## src/rtl/tl_cntr.sv

```systemverilog
// Two-road traffic-light controller: Moore FSM plus an 8-bit dwell counter.
// Define TL_ALLRED_EN to add all-red clearance states RA/RB after each yellow.
`timescale 1ns/1ps
module tl_cntr #(
  parameter int unsigned GREEN_MIN  = 4,
  parameter int unsigned GREEN_MAX  = 8,
  parameter int unsigned YELLOW_CYC = 2,
  parameter int unsigned ALLRED_CYC = 1
) (
  input  logic       clk,
  input  logic       reset_n,
  input  logic       Ta,
  input  logic       Tb,
  output logic [1:0] La,
  output logic [1:0] Lb,
  output logic [2:0] state
);

  typedef enum logic [2:0] {
    GA = 3'b000,
    YA = 3'b001,
    GB = 3'b010,
    YB = 3'b011,
    RA = 3'b100,
    RB = 3'b101
  } state_e;

  localparam logic [1:0] L_GREEN  = 2'b00;
  localparam logic [1:0] L_YELLOW = 2'b01;
  localparam logic [1:0] L_RED    = 2'b10;

  localparam logic [7:0] GMIN_LAST = 8'(GREEN_MIN - 1);
  localparam logic [7:0] GMAX_LAST = 8'(GREEN_MAX - 1);
  localparam logic [7:0] YEL_LAST  = 8'(YELLOW_CYC - 1);
`ifdef TL_ALLRED_EN
  localparam logic [7:0] AR_LAST   = 8'(ALLRED_CYC - 1);
`endif

  if (GREEN_MIN < 1 || GREEN_MIN > GREEN_MAX || GREEN_MAX > 255 ||
      YELLOW_CYC < 1 || ALLRED_CYC < 1) begin : g_bad_params
    $error("tl_cntr: illegal parameter combination");
  end

  // state_q is a plain vector so that unused codes are representable.
  logic [2:0] state_q;
  state_e     state_d;
  logic [7:0] cnt_q;
  logic [7:0] cnt_d;
  logic       is_green;

  always_ff @(posedge clk or negedge reset_n) begin
    if (!reset_n) begin
      state_q <= GA;
      cnt_q   <= '0;
    end else begin
      state_q <= state_d;
      cnt_q   <= cnt_d;
    end
  end

  always_comb begin
    state_d = GA;
    case (state_q)
      GA: state_d = (cnt_q >= GMIN_LAST && (!Ta || (Tb && cnt_q == GMAX_LAST))) ? YA : GA;
      GB: state_d = (cnt_q >= GMIN_LAST && (!Tb || (Ta && cnt_q == GMAX_LAST))) ? YB : GB;
`ifdef TL_ALLRED_EN
      YA: state_d = (cnt_q == YEL_LAST) ? RA : YA;
      YB: state_d = (cnt_q == YEL_LAST) ? RB : YB;
      RA: state_d = (cnt_q == AR_LAST) ? GB : RA;
      RB: state_d = (cnt_q == AR_LAST) ? GA : RB;
`else
      YA: state_d = (cnt_q == YEL_LAST) ? GB : YA;
      YB: state_d = (cnt_q == YEL_LAST) ? GA : YB;
`endif
      default: state_d = GA;
    endcase
  end

  // Saturation only matters in green; other states leave before overflow.
  always_comb begin
    is_green = (state_q == GA) || (state_q == GB);
    if (state_d != state_q) begin
      cnt_d = '0;
    end else if (is_green && cnt_q == GMAX_LAST) begin
      cnt_d = cnt_q;
    end else begin
      cnt_d = cnt_q + 8'd1;
    end
  end

  always_comb begin
    La = L_RED;
    Lb = L_RED;
    case (state_q)
      GA: La = L_GREEN;
      YA: La = L_YELLOW;
      GB: Lb = L_GREEN;
      YB: Lb = L_YELLOW;
      default: begin
        La = L_RED;
        Lb = L_RED;
      end
    endcase
  end

  assign state = state_q;

endmodule

```

## config.mk

```make
export PLATFORM = sky130hd
export DESIGN_NAME = tl_cntr
export DESIGN_NICKNAME = d
export VERILOG_FILES = /design/src/rtl/tl_cntr.sv
export SDC_FILE = /design/constraint.sdc
export NUM_CORES = 1
export LEC_CHECK = 0
export BUFFER_PORTS_ARGS = -buffer_cell sky130_fd_sc_hd__buf_2
export CORE_AREA = 2 2 41 46
export DETAILED_ROUTE_END_ITERATION = 7
export DIE_AREA = 0 0 43 48
export PLACE_DENSITY = 0.7
export SYNTH_ARGS = -nofsm -noshare
export SYNTH_HDL_FRONTEND = slang
export SYNTH_SLANG_ARGS = --single-unit
```

## constraint.sdc

```tcl
create_clock -name clk -period 2.65 [get_ports clk]
set_clock_uncertainty 0.05 [all_clocks]
set_input_delay 0.1325 -clock clk [delete_from_list [all_inputs] [get_ports clk]]
set_output_delay 0.1325 -clock clk [all_outputs]
set_load 0.02 [all_outputs]
```

# ---- Word-level counts from Yosys, hierarchy flattened
# Index checks and enable logic that the tools add are counted.
dict set report op_classes {
  add_sub_neg 1
  order_cmp 1
  eq_ne 7
  mux 9
  n_reduce_logical 11
}
# op n
set op_table {}
lappend op_table {{8-bit two-way mux} 2}
lappend op_table {{8-bit by 1-bit adder with 8-bit output (second input constant)} 1}
lappend op_table {{8-bit by 1-bit == test with 1-bit output (second input constant)} 1}
lappend op_table {{8-bit by 3-bit == test with 1-bit output (second input constant)} 1}
lappend op_table {{8-bit by 2-bit greater-or-equal comparator with 1-bit output (second input constant)} 1}
lappend op_table {{2-bit one-hot mux with 2 select lines} 2}
lappend op_table {{2-bit one-hot mux with 4 select lines} 1}
lappend op_table {{3-bit by 2-bit == test with 1-bit output (second input constant)} 2}
lappend op_table {{1-bit logical AND} 5}
lappend op_table {{2-bit two-way mux} 2}
lappend op_table {{3-bit by 1-bit == test with 1-bit output (second input constant)} 1}
lappend op_table {{3-bit logical NOT} 1}
lappend op_table {{1-bit logical OR} 3}
lappend op_table {{3-bit inequality test} 1}
lappend op_table {{1-bit logical NOT} 2}
lappend op_table {{1-bit two-way mux} 2}
lappend op_table {{2-bit inequality test (second input constant)} 1}
dict set report totals {
  regBits 11
  input_bits 4
  output_inout_bits 7
  wordCells 31
}

# ---- Longest topological paths before layout
# Gate-level depths: netlist of the first run.
dict set report depth {
  depth_word 8
  ltp_mapped 6
  mapped_depth_nobuf 6
}

# ---- Worst setup path after synthesis of the first run
# Ideal clock, no wire load.
dict set report synth_timing {
  path_kind {register -> register}
  start {reg cnt_q[5]}
  end {reg cnt_q[0]}
  setup_time_ns 0.095
  arrival_ns 1.451
  t_required_ns 2.505
  setup_slack_ns 1.054
  stages_incl_launch_ff 5
  path_buffers 0
  synth_period_minus_slack_ns 1.596
  cell_sequence {dfrtp_1 > or4_4 > o211ai_2 > o21ai_2 > o31ai_1}
}
dict set report synth_between {
  elab_chain_cells 8
  word_cells_on_any_way 18
  classes_between {order compare: 1; eq/ne: 4; mux: 6; reduce/logical: 7}
}
# element line_no
set synth_rtl {}
lappend synth_rtl {{start, declared} 47} ;# logic [7:0] cnt_q;
lappend synth_rtl {{start signal, assigned} 57} ;# cnt_q <= cnt_d;
lappend synth_rtl {{parallel branches: the longest is 8 deep, another holds 8-bit by 2-bit greater-or-equal comparator with 1-bit output} --}
# Several ways; the timed one is not identified.
# A chain may end at the register's enable or synchronous reset.

# ---- Final worst setup path of the first run
dict set report layout_timing {
  start {reg cnt_q[0]}
  end {reg cnt_q[0]}
}
# The elaborated chain is that of the path after synthesis.

==> flow_metrics.env, run 1 <==
export IMPL_rsz0062_at_grt="false"
export IMPL_cts_buffers=3
export IMPL_period_needed_ns=1.74
export IMPL_start_kind="register"
export IMPL_synth_compound_area_share=0.148
export IMPL_die_y_um=48
export IMPL_drc=0
export IMPL_syn2layout_area_growth_pct=13.5
export IMPL_antenna_cells=0
export IMPL_ys_seq_area_frac=0.375
export IMPL_drt_initial_drc_count=20
export IMPL_grt_use_total=0.149
export IMPL_viasPerCell=5.47
export IMPL_required_ns=2.77
export IMPL_io_buffers=9
export IMPL_die_x_um=43
export IMPL_clock_latency_ns=0.27
export IMPL_cts_setup_buffers=0
export IMPL_finalMaxSlewViolations=0
export IMPL_drive_gt1_frac=0.200
export IMPL_reg2reg_from="cnt_q[0]"
export IMPL_finalSetupTns_ns=0
export IMPL_fill_cells=154
export IMPL_cap_violations=0
export IMPL_grt_pass1_vias=485
export IMPL_p_leak_nw=0.335
export IMPL_pin_count=11
export IMPL_final_setup_viol_count=0
export IMPL_arrival_ns=1.85
export IMPL_path_clk_slew_ns=0.07
export IMPL_core_area_um2=1580
export IMPL_cts_buffer_depth=2
export IMPL_syn_area_um2=668
export IMPL_place_ws_ns=0.910
export IMPL_finalNetCount=92
export IMPL_muxShareOfSynthArea=0.0300
export IMPL_hold_violations=0
export IMPL_avgSynthCellArea_um2=8.79
export IMPL_drtAntennaViolNets=0
export IMPL_syn_instance_count=76
export IMPL_overflow=0
export IMPL_power_density_nw_per_um2=1120
export IMPL_htree_num_levels=1
export IMPL_fmax_mhz=576
export IMPL_yosys_register_bits=10
export IMPL_grt_start_max_net_pins=11
export IMPL_fin_ws_ns=0.914
export IMPL_synth_xor_area_share=0.0655
export IMPL_max_vdd_ir_drop_v=0.000611
export IMPL_gp_congestion=0.786
export IMPL_critPathLaunch="cnt_q[0]"
export IMPL_crit_type="reg2reg"
export IMPL_num_rows=15
export IMPL_vias=558
export IMPL_cts_sinks=10
export IMPL_drt_total_wl_um=1250
export IMPL_initial_core_util=0.424
export IMPL_critPathCaptureType="register"
export IMPL_yosys_warnings=0
export IMPL_synth_top_family_by_area="simple AND/OR/NAND/NOR gates"
export IMPL_hold_worst_slack_ns=0.195
export IMPL_antenna_found_initial=0
export IMPL_grt_pass1_wl_um=2140
export IMPL_hpwl_um=947
export IMPL_period_share=0.655
export IMPL_relSlewSlack=0.647
export IMPL_cts_root_buf="clkbuf_4"
export IMPL_synthAdderAreaFrac=0.0375
export IMPL_dieArea_um2=2060
export IMPL_crit_fanout=7
export IMPL_firstDrtPassIters=4
export IMPL_synthSimpleGateAreaFrac=0.277
export IMPL_cts_tree="built"
export IMPL_hold_class="in2async"
export IMPL_mappedNetlistNets=82
export IMPL_outcome="completed"
export IMPL_tightest_slew_ns=0.524
export IMPL_wl_per_cell_um=12.3
export IMPL_synth_cell_types=30
==> layer usage <==
layer | vias up | global-route usage | routed length, µm | share of wire
li1 | 287 | - | - | -
met1 | 253 | 0.187 | 611 | 0.49
met2 | 16 | 0.221 | 543 | 0.43
met3 | 2 | 0.0453 | 78 | 0.062
met4 | 0 | 0.109 | 19 | 0.015
met5 | - | 0 | 0 | 0
==> sequential cells by signal, summed over array words and instances, names as in the netlist <==
signal  flops
cnt_q       8
state       2
==> cells in the mapped netlist <==
cell type,n,share of area
a21oi_1,4,0.030
a311o_1,1,0.015
a41oi_1,1,0.013
and3b_1,1,0.013
buf_4,1,0.011
clkbuf_1,4,0.022
conb_1,1,0.0056
dfrtp_1,10,0.37
ha_1,2,0.037
inv_1,5,0.028
mux2i_1,2,0.030
nand2_1,4,0.022
nand2b_1,2,0.019
nand3_1,5,0.037
nand4bb_1,1,0.017
nor2_1,9,0.051
nor2b_1,2,0.019
nor3_1,3,0.022
nor4_1,2,0.019
nor4_4,1,0.032
o2111ai_1,1,0.013
o211ai_2,1,0.019
o21ai_0,2,0.015
o21ai_1,1,0.0075
o21ai_2,1,0.013
o31ai_1,2,0.022
or3_1,1,0.0094
or4_4,1,0.017
xnor2_1,4,0.052
xor2_1,1,0.013
==> per-stage QoR <==
stage          instance area (µm²)  total power, mW  utilization  std cells
2_1_floorplan                  668            0.618            -         76
3_3_place_gp                   712            0.712        0.452         97
3_5_place_dp                   712            0.715        0.452         97
4_1_cts                        758            0.859        0.481        102
5_1_grt                        758            0.935        0.481        102
6_report                       758            0.851        0.481        102
==> cell usage in the layout (no fill, tap or decap), drive strengths merged <==
master,instances
a21oi,4
xor2,1
o211ai,1
nand4bb,1
dfrtp,10
and3b,1
inv,5
nand2,4
a311o,1
o21ai,4
a41oi,1
or3,1
conb,1
nand2b,2
o31ai,2
buf,9
nor4,3
nand3,5
or4,1
xnor2,4
nor2b,2
nor2,9
ha,2
mux2i,2
nor3,3
clkbuf,4
dlygate4sd3,1
o2111ai,1
==> path summary, 6_finish.rpt <==
kind	cells after the start	slack (ns)	to
worst min register to register	1	0.51	cnt_q[0]
worst max register to register	5	0.91	cnt_q[0]
max in group asynchronous	2	2.16	cnt_q[5]
worst min-delay path	2	0.20	cnt_q[2]
worst max-delay path	5	0.91	cnt_q[0]
min in group clk	4	0.33	state[0]
==> where the power goes <==
part,internal [mW],switching (mW)
clock network,0.0834,0.0545
registers,0.203,0.0957
logic,0.166,0.248
==> what timing repair did <==
item	in CTS	in global routing
endpoints found under the hold margin	10	0
hold buffers	1	0
gates resized for setup	0	0
==> logic make-up (layout without fill, tap and decap cells) <==
family / count (synthesis) / count (layout)
muxes: 2 / 2
DFF: 10 / 10
xor gates and xnor gates: 5 / 5
adders and majority gates: 2 / 2
and+or+nand+nor: 32 / 32
other: 1 / 1
buffers and inverters: 10 / 19
AOI/OAI and AO/OA: 14 / 14
==> critical path, stage by stage, from the launching register on <==
cell and delay, ns:
dfrtp_1 0.42, ha_1 0.29, or3_1 0.34, o211ai_2 0.19, o21ai_2 0.14, o31ai_1 0.22
==> final cells by class <==
class,instances,area (µm²),area share
multi-input cells,56,377,0.497
flip-flops and latches,10,250,0.330
well taps,17,21.3,0.0281
inverters,5,18.8,0.0248
repair buffers,10,55.1,0.0726
clock buffers,4,36.3,0.0479
Note: power is estimated with default switching activity, not from simulation.
==> run 2: changes to the inputs <==
- PLACE_DENSITY: 0.7 -> 0.72
- clock period: 2.65 -> 1.5 ns (I/O delays scaled with it)
==> flow_metrics.env, run 2 (synthesized netlist as in run 1, its figures left out) <==
export IMPL_post_route_util=0.615
export IMPL_regMostFlops="cnt_q"
export IMPL_rsz0062_at_grt="true"
export IMPL_antenna_found_initial=0
export IMPL_drc=0
export IMPL_dp_cells=112
export IMPL_mostFrequentLayoutCells="buf_4 (21), dfrtp_1 (9), buf_2 (9), nor2_1 (8)"
export IMPL_critPathLaunch="cnt_q[6]"
export IMPL_required_ns=1.65
export IMPL_cts_sinks=10
export IMPL_outcome="complete, but fails checks"
export IMPL_overflow=0
export IMPL_crit_fanout=3
export IMPL_max_vdd_ir_drop_v=0.00123
export IMPL_die_x_um=43
export IMPL_io_buffers=9
export IMPL_grt_pass1_wl_um=2800
export IMPL_final_setup_viol_count=8
export IMPL_fin_area_um2=970
export IMPL_cts_buffer_depth=2
export IMPL_initial_core_util=0.424
export IMPL_start_kind="register"
export IMPL_p_comb_frac=0.638
export IMPL_drt_initial_drc_count=12
export IMPL_drt_total_wl_um=1710
export IMPL_viasPerCell=5.27
export IMPL_pwr_share_clk=0.105
export IMPL_dieArea_um2=2060
export IMPL_grt_use_total=0.197
export IMPL_fmax_mhz=599
export IMPL_firstDrtPassIters=5
export IMPL_clock_latency_ns=0.27
export IMPL_finalMaxSlewViolations=0
export IMPL_htree_num_levels=1
export IMPL_num_rows=15
export IMPL_place_ws_ns=-0.186
export IMPL_p_sw_frac=0.458
export IMPL_fin_ws_ns=-0.171
export IMPL_period_needed_ns=1.67
export IMPL_path_clk_slew_ns=0.07
export IMPL_hold_worst_slack_ns=0.156
export IMPL_cts_tree="built"
export IMPL_vias=643
export IMPL_finalNonFillerCells=122
export IMPL_hpwl_um=1120
export IMPL_pin_count=11
export IMPL_p_leak_nw=0.446
export IMPL_power_density_nw_per_um2=1910
export IMPL_placed_area_um2=827
export IMPL_core_area_um2=1580
export IMPL_hold_class="in2async"
export IMPL_grt_pass1_vias=626
export IMPL_critPathCaptureType="register"
export IMPL_antenna_cells=0
export IMPL_cts_buffers=3
export IMPL_die_y_um=48
export IMPL_finalNetCount=113
export IMPL_drtAntennaViolNets=0
export IMPL_syn2layout_area_growth_pct=45.1
export IMPL_internal_power_mw=1.01
export IMPL_arrival_ns=1.82
export IMPL_reg2reg_from="cnt_q[6]"
export IMPL_crit_type="reg2reg"
export IMPL_drive_gt1_frac=0.448
export IMPL_largest_reg_flops=8
export IMPL_cts_root_buf="clkbuf_4"
export IMPL_seq_power_share=0.257
export IMPL_failed_checks="setup timing"
export IMPL_gp_congestion=0.862
export IMPL_p_sw_uw=849
export IMPL_period_share=1.11
export IMPL_cap_violations=0
export IMPL_grt_start_max_net_pins=11
export IMPL_hold_violations=0
export IMPL_p_total_mw=1.85
export IMPL_finalSetupTns_ns=-0.907
export IMPL_wl_per_cell_um=14.0
export IMPL_layout_commonest_cell="buf_4"
-- run 2: final cells by class --
class | instances | area (µm²)
inverter | 5 | 18.8
timing repair buffer | 31 | 213
fill | 133 | 607
tap | 17 | 21.3
multi-input combinational | 56 | 443
sequential | 10 | 251
clock buffer | 3 | 22.5
-- run 2: power groups by stage --
stage / Sequential, mW / Clock (mW) / Combinational (mW)
after floorplan: 0.475 / 0 / 0.626
after global placement: 0.471 / 0 / 0.970
after detailed placement: 0.477 / 0 / 0.983
after CTS: 0.470 / 0.199 / 1.11
after global routing: 0.498 / 0.210 / 1.29
final: 0.476 / 0.196 / 1.18
-- run 2: worst paths after layout --
| check | slack [ns] | end | cells after the start |
|---|---|---|---|
| setup / recovery | -0.17 | cnt_q[2] | 5 |
| hold / removal | 0.16 | cnt_q[1] | 2 |
| setup reg to reg | -0.17 | cnt_q[2] | 5 |
| hold reg to reg | 0.58 | cnt_q[0] | 2 |
| max in group asynchronous | 1.02 | state[0] | 2 |
| min in group clk | 0.30 | state[0] | 5 |
-- run 2: repair_timing --
action | 4_1_cts | 5_1_grt
pin swaps | 4 | 3
setup buffers | 4 | 2
setup endpoints to repair | 9 | 12
hold buffers | 1 | 0
gates resized for setup | 6 | 6
endpoints found under the hold margin | 10 | 0
-- run 2: worst max-delay path: stages, from the launching register on --
cell       delay, ns
dfrtp_1         0.38
or4_4           0.58
o211ai_4        0.25
buf_4           0.15
o2111ai_1       0.10
o21ai_1         0.09
-- run 2: metal layers --
| metal | global-route usage | vias up | wire length, µm |
|---|---|---|---|
| met3 | 0.0340 | 5 | 48 |
| met1 | 0.236 | 302 | 771 |
| met5 | 0 | - | 0 |
| met4 | 0.145 | 0 | 58 |
| li1 | - | 324 | - |
| met2 | 0.327 | 12 | 828 |
==> run 3: changes to the inputs <==
- HOLD_SLACK_MARGIN: default -> 0.06
- PLACE_DENSITY: 0.72 -> default
==> flow_metrics.env, run 3 (synthesized netlist as in run 1, its figures left out) <==
export IMPL_htree_num_levels=1
export IMPL_final_setup_viol_count=10
export IMPL_wl_per_cell_um=13.4
export IMPL_power_density_nw_per_um2=2030
export IMPL_antenna_cells=0
export IMPL_cts_buffer_depth=2
export IMPL_fin_ws_ns=-0.211
export IMPL_max_vdd_ir_drop_v=0.00113
export IMPL_die_y_um=48
export IMPL_period_share=1.14
export IMPL_multi_input_area_um2=435
export IMPL_crit_buf_inv=0
export IMPL_grt_start_max_net_pins=11
export IMPL_viasPerCell=5.27
export IMPL_mostFrequentLayoutCells="buf_4 (21), dfrtp_1 (10), buf_2 (9)"
export IMPL_critPathLaunch="cnt_q[4]"
export IMPL_failed_checks="setup timing"
export IMPL_cts_sinks=10
export IMPL_regMostFlops="cnt_q"
export IMPL_fill_cells=137
export IMPL_arrival_ns=1.84
export IMPL_cap_violations=0
export IMPL_gp_congestion=0.755
export IMPL_p_leak_nw=0.446
export IMPL_worst_path_max_delay_cell="or4_4"
export IMPL_rsz0062_at_grt="true"
export IMPL_finalSetupTns_ns=-1.45
export IMPL_overflow=0
export IMPL_grt_pass1_vias=600
export IMPL_drt_initial_drc_count=16
export IMPL_vias=648
export IMPL_antenna_found_initial=0
export IMPL_drc=0
export IMPL_core_area_um2=1580
export IMPL_drt_total_wl_um=1650
export IMPL_crit_fanout=5
export IMPL_p_total_mw=1.97
export IMPL_fmax_mhz=584
export IMPL_grt_use_total=0.186
export IMPL_cts_buffers=3
export IMPL_hold_violations=0
export IMPL_endpoint="cnt_q[0]"
export IMPL_syn2layout_area_growth_pct=45.9
export IMPL_regArea_um2=250
export IMPL_rrSetupSlack_ns=-0.21
export IMPL_layout_commonest_cell="buf_4"
export IMPL_finalNetCount=113
export IMPL_post_route_util=0.618
export IMPL_period_needed_ns=1.71
export IMPL_pin_count=11
export IMPL_grt_pass1_wl_um=2740
export IMPL_worst_path_stages=4
export IMPL_worstRegToRegCells=4
export IMPL_cp_cell_sequence="or4_4 -> o211ai_4 -> o21ai_4 -> o31ai_2"
export IMPL_hpwl_um=1110
export IMPL_io_buffers=9
export IMPL_r2r_end="cnt_q[0]"
export IMPL_hold_class="in2async"
export IMPL_start_kind="register"
export IMPL_firstDrtPassIters=4
export IMPL_largest_reg_flops=8
export IMPL_num_rows=15
export IMPL_initial_core_util=0.424
export IMPL_finalMaxSlewViolations=0
export IMPL_dieArea_um2=2060
export IMPL_required_ns=1.63
export IMPL_crit_type="reg2reg"
export IMPL_cts_root_buf="clkbuf_4"
export IMPL_drive_gt1_frac=0.462
export IMPL_cts_tree="built"
export IMPL_path_clk_slew_ns=0.07
export IMPL_drtAntennaViolNets=0
export IMPL_die_x_um=43
export IMPL_outcome="complete, but fails checks"
export IMPL_critPathCaptureType="register"
export IMPL_max_stage_delay_ns=0.57
export IMPL_reg2reg_from="cnt_q[4]"
export IMPL_crit_family="compound AO/OA/AOI/OAI gates"
export IMPL_clock_latency_ns=0.27
-- run 3: layout make-up --
class / instances / share of cell area
clock buffer: 4 / 0.0372
inverter: 5 / 0.0193
multi-input combinational: 56 / 0.447
sequential: 10 / 0.257
tap: 17 / 0.0218
timing repair buffer: 31 / 0.218
-- run 3: worst min path at each step --
stage / start / cells past startpoint / endpoint / slack [ns]
detailed placement: reset_n / 1 / cnt_q[5] / -0.09
finish: reset_n / 2 / cnt_q[6] / 0.14
global placement: reset_n / 1 / cnt_q[6] / -0.1
floorplan: reset_n / 0 / cnt_q[0] / -0.27
global route: reset_n / 2 / cnt_q[2] / 0.18
CTS: reset_n / 2 / cnt_q[5] / 0.15
-- run 3: what timing repair did --
item,in CTS,in global routing
gates resized for setup,5,7
pin swaps,3,3
hold endpoints to repair,10,0
setup endpoints to repair,9,10
hold buffers,1,0
buffers inserted,4,3
-- run 3: where the power goes --
group          internal, mW  switching, mW  total, mW
clock network         0.148          0.104      0.251
logic                 0.587          0.673       1.26
registers             0.360          0.103      0.463
total                  1.09          0.880       1.97
-- run 3: stage by stage --
step           setup WS, ns  std cells  instance area, µm²  hold WS [ns]
4_1_cts              -0.199        120                 922         0.148
5_1_grt              -0.259        123                 975         0.180
3_5_place_dp         -0.182        111                 820       -0.0922
2_1_floorplan       -0.0639         76                 672        -0.271
3_3_place_gp         -0.137        111                 820       -0.0958
6_report             -0.211        123                 975         0.140
-- run 3: per-layer routing --
layer | part of all wire | up-vias | track usage
met1 | 0.48 | 296 | 0.252
met2 | 0.45 | 21 | 0.294
met3 | 0.042 | 7 | 0.0226
li1 | - | 324 | -
met4 | 0.027 | 0 | 0.103
met5 | 0 | - | 0
